==> config.mk <==
export PLATFORM = sky130hd
export DESIGN_NAME = oscill_key_emu
export DESIGN_NICKNAME = d
export VERILOG_FILES = /design/src/rtl/oscill_key_emu.sv
export SDC_FILE = /design/constraint.sdc
export NUM_CORES = 1
export LEC_CHECK = 0
export CAP_MARGIN = 5
export CORE_MARGIN = 3
export CORE_UTILIZATION = 59
export CTS_CLUSTER_DIAMETER = 100
export CTS_CLUSTER_SIZE = 24
export DETAILED_ROUTE_END_ITERATION = 6
export GPL_ROUTABILITY_DRIVEN = 0
export HOLD_SLACK_MARGIN = 0.08
export PLACE_DENSITY_LB_ADDON = 0.1
export SYNTH_ARGS = -nofsm -noshare
export SYNTH_HDL_FRONTEND = slang
export SYNTH_SLANG_ARGS = --single-unit
==> constraint.sdc <==
create_clock -name clk -period 2.3 [get_ports clk]
set_input_delay 0.575 -clock clk [delete_from_list [all_inputs] [get_ports clk]]
set_output_delay 0.575 -clock clk [all_outputs]
set_load 0.02 [all_outputs]
==> src/rtl/oscill_key_emu.sv <==
// Front-panel key-press emulator: turns a host command into a push-button-shaped press on one key line.
// Optional contact chatter on press/release is compiled in with KEY_EMU_BOUNCE_EN.
module oscill_key_emu #(
  parameter int HOLD_CYC   = 500_000,
  parameter int GAP_CYC    = 500_000,
  parameter int BOUNCE_CYC = 1_000,
  parameter int BOUNCE_N   = 4,
  parameter int CNT_W      = 32
) (
  input  logic       clk,
  input  logic       rst_n,
  input  logic       cmd_valid,
  input  logic [2:0] cmd_key,
  output logic       cmd_ready,
  output logic [3:0] key_out,
  output logic       key_5_out,
  output logic       done,
  output logic       cmd_err
);

  typedef enum logic [2:0] {IDLE, P_BOUNCE, HOLD, R_BOUNCE, GAP, DONE} state_t;

  localparam logic [CNT_W-1:0] HOLD_LAST = CNT_W'(HOLD_CYC - 1);
  localparam logic [CNT_W-1:0] GAP_LAST  = CNT_W'(GAP_CYC - 1);

  // Reject parameter sets that would break the press shape at elaboration time.
  generate
    if (HOLD_CYC < 1 || GAP_CYC < 1 || BOUNCE_CYC < 1 || BOUNCE_N < 2 || (BOUNCE_N % 2) != 0 || CNT_W < 2) begin : g_param_check
      $error("oscill_key_emu: illegal parameter combination");
    end
  endgenerate

  state_t           state_reg;
  logic [CNT_W-1:0] cnt_reg;
  logic [3:0]       key_out_reg;
  logic             key_5_reg;
  logic             done_reg;
  logic             cmd_err_reg;

`ifdef KEY_EMU_BOUNCE_EN
  localparam logic [CNT_W-1:0] BOUNCE_LAST = CNT_W'(BOUNCE_CYC - 1);
  localparam logic [CNT_W-1:0] SEG_LAST    = CNT_W'(BOUNCE_N - 1);
  logic [CNT_W-1:0] seg_reg;
  logic [2:0]       key_reg;
`endif

  function automatic logic [3:0] drive_lines(input logic [2:0] code, input logic on);
    logic [3:0] l;
    l = 4'b1111;
    if (on) begin
      case (code)
        3'd1:    l[0] = 1'b0;
        3'd2:    l[1] = 1'b0;
        3'd3:    l[2] = 1'b0;
        3'd4:    l[3] = 1'b0;
        default: l = 4'b1111;
      endcase
    end
    return l;
  endfunction

  function automatic logic code_ok(input logic [2:0] code);
    return (code >= 3'd1) && (code <= 3'd5);
  endfunction

  assign cmd_ready = (state_reg == IDLE);
  assign key_out   = key_out_reg;
  assign key_5_out = key_5_reg;
  assign done      = done_reg;
  assign cmd_err   = cmd_err_reg;

  always_ff @(posedge clk or negedge rst_n) begin
    if (!rst_n) begin
      state_reg   <= IDLE;
      cnt_reg     <= '0;
      key_out_reg <= 4'b1111;
      key_5_reg   <= 1'b0;
      done_reg    <= 1'b0;
      cmd_err_reg <= 1'b0;
`ifdef KEY_EMU_BOUNCE_EN
      seg_reg     <= '0;
      key_reg     <= '0;
`endif
    end else begin
      done_reg    <= 1'b0;
      cmd_err_reg <= 1'b0;
      case (state_reg)
        IDLE: begin
          cnt_reg <= '0;
          if (cmd_valid) begin
            if (code_ok(cmd_key)) begin
              key_out_reg <= drive_lines(cmd_key, 1'b1);
              key_5_reg   <= (cmd_key == 3'd5);
`ifdef KEY_EMU_BOUNCE_EN
              key_reg     <= cmd_key;
              seg_reg     <= '0;
              state_reg   <= (cmd_key == 3'd5) ? HOLD : P_BOUNCE;
`else
              state_reg   <= HOLD;
`endif
            end else begin
              // Invalid codes complete immediately without touching the lines.
              state_reg   <= DONE;
              done_reg    <= 1'b1;
              cmd_err_reg <= 1'b1;
            end
          end
        end
`ifdef KEY_EMU_BOUNCE_EN
        P_BOUNCE: begin
          if (cnt_reg == BOUNCE_LAST) begin
            cnt_reg <= '0;
            if (seg_reg == SEG_LAST) begin
              state_reg   <= HOLD;
              key_out_reg <= drive_lines(key_reg, 1'b1);
            end else begin
              // Next segment is pressed when it is even, i.e. when the current one is odd.
              seg_reg     <= seg_reg + 1'b1;
              key_out_reg <= drive_lines(key_reg, seg_reg[0]);
            end
          end else begin
            cnt_reg <= cnt_reg + 1'b1;
          end
        end
        R_BOUNCE: begin
          if (cnt_reg == BOUNCE_LAST) begin
            cnt_reg <= '0;
            if (seg_reg == SEG_LAST) begin
              state_reg   <= GAP;
              key_out_reg <= 4'b1111;
            end else begin
              seg_reg     <= seg_reg + 1'b1;
              key_out_reg <= drive_lines(key_reg, ~seg_reg[0]);
            end
          end else begin
            cnt_reg <= cnt_reg + 1'b1;
          end
        end
`endif
        HOLD: begin
          if (cnt_reg == HOLD_LAST) begin
            cnt_reg     <= '0;
            key_out_reg <= 4'b1111;
            key_5_reg   <= 1'b0;
`ifdef KEY_EMU_BOUNCE_EN
            seg_reg     <= '0;
            state_reg   <= (key_reg == 3'd5) ? GAP : R_BOUNCE;
`else
            state_reg   <= GAP;
`endif
          end else begin
            cnt_reg <= cnt_reg + 1'b1;
          end
        end
        GAP: begin
          if (cnt_reg == GAP_LAST) begin
            cnt_reg   <= '0;
            state_reg <= DONE;
            done_reg  <= 1'b1;
          end else begin
            cnt_reg <= cnt_reg + 1'b1;
          end
        end
        DONE: begin
          cnt_reg   <= '0;
          state_reg <= IDLE;
        end
        default: begin
          cnt_reg     <= '0;
          key_out_reg <= 4'b1111;
          key_5_reg   <= 1'b0;
          state_reg   <= IDLE;
        end
      endcase
    end
  end

endmodule

# == After elaboration in Yosys (flattened, before gate mapping) ==
# Index checks and enable logic that the tools add are counted.
# classes
n_eq_ne,13
muxes,24
n_reduce_logical,6
n_lt_le_gt_ge,2
bitwise,1
add_sub_neg,1
# ops
operator,count
32-bit two-way mux,2
32-bit by 1-bit adder with 32-bit output (second input constant),1
32-bit by 19-bit == test with 1-bit output (second input constant),1
3-bit == test (second input constant),4
3-bit two-way mux,4
4-bit two-way mux,3
4-bit case mux with 3 select lines,1
1-bit two-way mux,11
3-bit by 2-bit == test with 1-bit output (second input constant),3
3-bit case mux with 3 select lines,1
2-bit != test (second input constant),3
4-bit AND reduction,1
2-bit OR reduction,2
3-bit by 1-bit == test with 1-bit output (second input constant),1
3-bit by 1-bit greater-or-equal comparator with 1-bit output (second input constant),1
3-bit <= comparator (second input constant),1
3-bit logical NOT,1
1-bit case mux with 3 select lines,1
3-bit AND reduction,1
2-bit by 1-bit != test with 1-bit output (second input constant),1
1-bit case mux with 2 select lines,1
1-bit logical AND,1
1-bit inverter,1
# totals
elab_cells,53
reg_bits,42
in_bits,6

# == Depth between registers and ports, before layout ==
# logic_depth
depth_word,5
depth_mapped,7
depth_no_buf,5

# == Worst setup path after synthesis ==
# OpenSTA, ideal clock, no wires.
# synth_path
path_type,register to register
from,register cnt_reg[0]
to,register cnt_reg[24]
path_buffers,1
arrival_time_ps,2016
setup_slack_ps,206
period_less_slack_ps,2094
stages_incl_launch_ff,7
cell_sequence,dfrtp_1 -> ha_1 -> nand4_2 -> or4_1 -> clkbuf_2 -> or4_1 -> a21oi_1
# synth_between
elab_chain_len,3
# synth_rtl
item,line_no,rtl
"start, declared",34,logic [CNT_W-1:0] cnt_reg;
"start signal, assigned",152,cnt_reg <= cnt_reg + 1'b1;
"start signal, assigned",161,cnt_reg <= cnt_reg + 1'b1;
32-bit by 1-bit adder with 32-bit output / 32-bit by 19-bit == test with 1-bit output (equally long branches),n/a,
32-bit two-way mux *,"141, 156",
32-bit two-way mux *,n/a,
# Every way passes the cells marked *; elsewhere a longest branch is shown, timed or not.
# A chain may end at the register's enable or synchronous reset.

# == Final worst setup path ==
# layout_path
from,register state_reg[2]
to,output port cmd_ready
# layout_between
elab_chain_len,1
# layout_rtl
item,line_no,rtl
"start, declared",33,state_t state_reg;
"start signal, assigned",74,state_reg <= IDLE;
"start signal, assigned",99,state_reg <= HOLD;
"start signal, assigned",103,state_reg <= DONE;
3-bit logical NOT,66,assign cmd_ready = (state_reg == IDLE);
"end, declared",14,"output logic cmd_ready,"
# No other way between the ends.

==> impl_metrics.prom <==
# TYPE chip_impl_metric gauge
chip_impl_info{name="status",value="completed"} 1
chip_impl_metric{name="grt_pass1_vias",unit=""} 1860
chip_impl_metric{name="critical-path-max-stage-delay",unit="ps"} 630
chip_impl_metric{name="i_o_pins",unit=""} 14
chip_impl_info{name="yosys.cell_count.top_type",value="sky130_fd_sc_hd__dfrtp_1"} 1
chip_impl_metric{name="hold_viol_final",unit=""} 0
chip_impl_metric{name="avgSynthCellArea",unit="sq um"} 9.26
chip_impl_metric{name="postSynthRegisterBits",unit=""} 42
chip_impl_metric{name="fmax",unit="GHz"} 0.457
chip_impl_metric{name="vias",unit=""} 1957
chip_impl_metric{name="die_w",unit="um"} 67.8
chip_impl_metric{name="cts.htree.levels",unit=""} 2
chip_impl_metric{name="cp_max_fo",unit=""} 8
chip_impl_metric{name="largest_register_ffs",unit=""} 32
chip_impl_metric{name="finalNetCount",unit=""} 272
chip_impl_metric{name="via_per_inst",unit=""} 6.27
chip_impl_metric{name="max_cap_viol_count",unit=""} 0
chip_impl_metric{name="clkLatencyLatePin",unit="ps"} 300
chip_impl_info{name="rsz0062_at_grt",value="no"} 1
chip_impl_metric{name="drt.antenna.violating_nets",unit=""} 0
chip_impl_metric{name="maxSlewHeadroom",unit="%"} 64.4
chip_impl_metric{name="worst_ep_required_time",unit="ps"} 1730
chip_impl_info{name="crit-reg2reg-launch",value="cnt_reg[0]"} 1
chip_impl_metric{name="grt_start_max_net_pins",unit=""} 43
chip_impl_metric{name="totalWireLength",unit="um"} 4860
chip_impl_metric{name="synth-edff-count",unit=""} 0
chip_impl_metric{name="fp-row-count",unit=""} 21
chip_impl_metric{name="drt-pass1-iter-count",unit=""} 4
chip_impl_info{name="worst_hold_path_type",value="in2async"} 1
chip_impl_info{name="path_class",value="reg2out"} 1
chip_impl_info{name="timing.rr.end",value="cnt_reg[24]"} 1
chip_impl_metric{name="finalSetupTns",unit="ps"} 0
chip_impl_info{name="synth_top_flop_cell",value="sky130_fd_sc_hd__dfrtp_1"} 1
chip_impl_metric{name="finalNonFillerCells",unit=""} 312
chip_impl_metric{name="area.growth.synth_to_final",unit="%"} 14.3
chip_impl_metric{name="first_iteration_detailed_routing_drc_count",unit=""} 129
chip_impl_metric{name="worst-r2r-setup-slack",unit="ps"} 210
chip_impl_metric{name="post_drt_wl_per_cell",unit="um"} 15.6
chip_impl_metric{name="initial_antenna_violation_count",unit=""} 0
chip_impl_metric{name="buffer_ports.inserted",unit=""} 13
chip_impl_metric{name="dp_cells",unit=""} 304
chip_impl_metric{name="synthesis.yosys.warnings",unit=""} 0
chip_impl_metric{name="dieHeight",unit="um"} 67.8
chip_impl_metric{name="cellPowerDensity",unit="mW/mm^2"} 783
chip_impl_metric{name="finalCriticalPeriod",unit="ps"} 2190
chip_impl_metric{name="design_area",unit="sq mm"} 0.00257
chip_impl_metric{name="post_cts_hold_fix_bufs",unit=""} 0
chip_impl_metric{name="placement.cell_area",unit="sq mm"} 0.00249
chip_impl_metric{name="postSynthNetCount",unit=""} 250
chip_impl_metric{name="cts.repair_timing.setup_buffer_count",unit=""} 0
chip_impl_metric{name="cts_buffers",unit=""} 5
chip_impl_metric{name="synthDistinctLibCells",unit=""} 40
chip_impl_info{name="synth_top_area_cell",value="sky130_fd_sc_hd__dfrtp_1"} 1
chip_impl_metric{name="sequential_share_of_the_synthesized_area",unit="%"} 46.9
chip_impl_metric{name="synth.cell_area",unit="sq mm"} 0.00225
chip_impl_metric{name="clock_skew",unit="ps"} 8.97
chip_impl_metric{name="clk_transition_reported_paths",unit="ps"} 80
chip_impl_metric{name="report.final.slew_viol_count",unit=""} 0
chip_impl_info{name="crit_path_start_kind",value="flip-flop"} 1
chip_impl_metric{name="worst_ir_drop_vdd",unit="mV"} 0.587
chip_impl_metric{name="postSynthCellCount",unit=""} 243
chip_impl_info{name="endpoint_kind",value="primary output"} 1
chip_impl_metric{name="track_usage",unit="%"} 24.5
chip_impl_metric{name="coreArea",unit="sq mm"} 0.00349
chip_impl_info{name="synth_common_cells",value="sky130_fd_sc_hd__dfrtp_1, sky130_fd_sc_hd__nor2_1, sky130_fd_sc_hd__a21oi_1"} 1
chip_impl_metric{name="finalSetupViolCount",unit=""} 0
chip_impl_metric{name="drive_gt1_share",unit="%"} 12.0
chip_impl_metric{name="buffers_from_clock_root_to_sink_at_most",unit=""} 2
chip_impl_metric{name="final.hold.worst_slack",unit="ps"} 340
chip_impl_info{name="cts_tree",value="yes"} 1
chip_impl_metric{name="arrival",unit="ps"} 1610
chip_impl_metric{name="initial_core_utilization",unit="%"} 64.4
chip_impl_info{name="synth.top_cells.by_area",value="sky130_fd_sc_hd__dfrtp_1, sky130_fd_sc_hd__dfstp_2, sky130_fd_sc_hd__o31ai_1"} 1
chip_impl_metric{name="synth_top_area_share",unit="%"} 42.3
chip_impl_metric{name="worst_slew_pin_slew",unit="ps"} 533
chip_impl_metric{name="synth-async-reset-ratio",unit="%"} 100
chip_impl_metric{name="p_leak",unit="nW"} 0.979
chip_impl_metric{name="drc",unit=""} 0
chip_impl_metric{name="wire_length_of_the_first_global_routing_pass",unit="um"} 8360
chip_impl_metric{name="worstRegToRegCells",unit=""} 5
chip_impl_metric{name="ctsResizeCount",unit=""} 0
chip_impl_info{name="crit_slowest_cell",value="sky130_fd_sc_hd__clkdlybuf4s50_1"} 1
chip_impl_metric{name="clock_sinks",unit=""} 42
chip_impl_metric{name="post-dp-hpwl",unit="um"} 3330
chip_impl_metric{name="globalRouteOverflowTotal",unit=""} 0
chip_impl_metric{name="n_antenna_cell",unit=""} 0
chip_impl_info{name="timing.critical_path.cells",value="nor3_1, clkdlybuf4s50_1"} 1
chip_impl_metric{name="die_area",unit="sq mm"} 0.00459
chip_impl_metric{name="post_route_fraction_of_the_period_consumed_by_the_critical_path",unit="%"} 95.0
chip_impl_info{name="clock_root_buffer_master",value="sky130_fd_sc_hd__clkbuf_8"} 1
-- stage by stage --
| step | util [%] | total power, W | setup WS [ps] |
|---|---|---|---|
| floorplan | - | 0.00130 | 206 |
| global placement | 71.2 | 0.00157 | 148 |
| detailed placement | 71.2 | 0.00157 | 67.6 |
| CTS | 73.5 | 0.00203 | 56.9 |
| global route | 73.6 | 0.00215 | 2.19 |
| finish | 73.6 | 0.00201 | 114 |
-- power breakdown --
part           internal, W  total (W)  switching [W]
clock             0.000216   0.000460       0.000244
combinational     0.000260   0.000648       0.000388
sequential        0.000833   0.000906      0.0000733
-- layout by cell type (no fill, tap or decap), types with 2 or more instances in the layout --
master                            count
sky130_fd_sc_hd__dfrtp_1             38
sky130_fd_sc_hd__nor2_1              21
sky130_fd_sc_hd__a21oi_1             17
sky130_fd_sc_hd__buf_4               16
sky130_fd_sc_hd__nand3_1             13
sky130_fd_sc_hd__o31ai_1             13
sky130_fd_sc_hd__o21ai_0             12
sky130_fd_sc_hd__nand2_1             12
sky130_fd_sc_hd__clkdlybuf4s50_1     12
sky130_fd_sc_hd__or3_1               11
sky130_fd_sc_hd__inv_1               11
sky130_fd_sc_hd__or4_1               11
sky130_fd_sc_hd__xnor2_1             11
sky130_fd_sc_hd__nand4_1              9
sky130_fd_sc_hd__nor4_1               7
sky130_fd_sc_hd__nor3_1               6
sky130_fd_sc_hd__clkbuf_8             5
sky130_fd_sc_hd__a41oi_1              4
sky130_fd_sc_hd__dfstp_2              4
sky130_fd_sc_hd__nor4b_1              3
sky130_fd_sc_hd__xor2_1               3
sky130_fd_sc_hd__clkbuf_1             3
sky130_fd_sc_hd__o21bai_1             2
sky130_fd_sc_hd__and4_1               2
sky130_fd_sc_hd__and3_1               2
sky130_fd_sc_hd__nand2b_1             2
-- area by class of cell --
| class | instances | area (sq um) |
|---|---|---|
| sequential | 42 | 1060 |
| inverter | 11 | 41.3 |
| clock buffer | 8 | 80.1 |
| timing repair buffer | 29 | 245 |
| fill | 270 | 923 |
| multi-input combinational | 176 | 1090 |
| tap | 46 | 57.6 |
-- kinds of logic (layout without fill, tap and decap cells) --
group	after synthesis	after routing	share of synthesized area (%)
xor+xnor	14	14	5.45
simple gates	109	109	27.7
fa+ha+maj	1	1	0.556
buf+inv	25	48	4.89
flops	42	42	46.9
compound gates	52	52	14.5
-- critical path: cells and delay by family, from the launching register on --
| kind | cells | cell delay [ps] |
|---|---|---|
| flip-flops | 1 | 460 |
| AND/OR/NAND/NOR | 1 | 220 |
| buffers and inverters | 1 | 630 |
-- how the worst max path moves through the flow --
stage | depth (start not counted) | startpoint | end | slack [ps]
global route | 2 | state_reg[2] | cmd_ready | 2
global placement | 5 | cnt_reg[0] | cnt_reg[26] | 150
CTS | 5 | cnt_reg[0] | cnt_reg[24] | 60
detailed placement | 5 | cnt_reg[0] | cnt_reg[26] | 70
finish | 2 | state_reg[2] | cmd_ready | 110
floorplan | 6 | cnt_reg[0] | cnt_reg[24] | 210
-- routing by layer --
layer,track usage (%),vias to the layer above,part of all wire [%]
met3,6.16,11,4.1
met5,0,-,0
met1,31.8,953,46
met2,38.4,42,48
li1,-,951,-
met4,10.9,0,2.3
No activity file was read; power rests on OpenSTA's default activity.
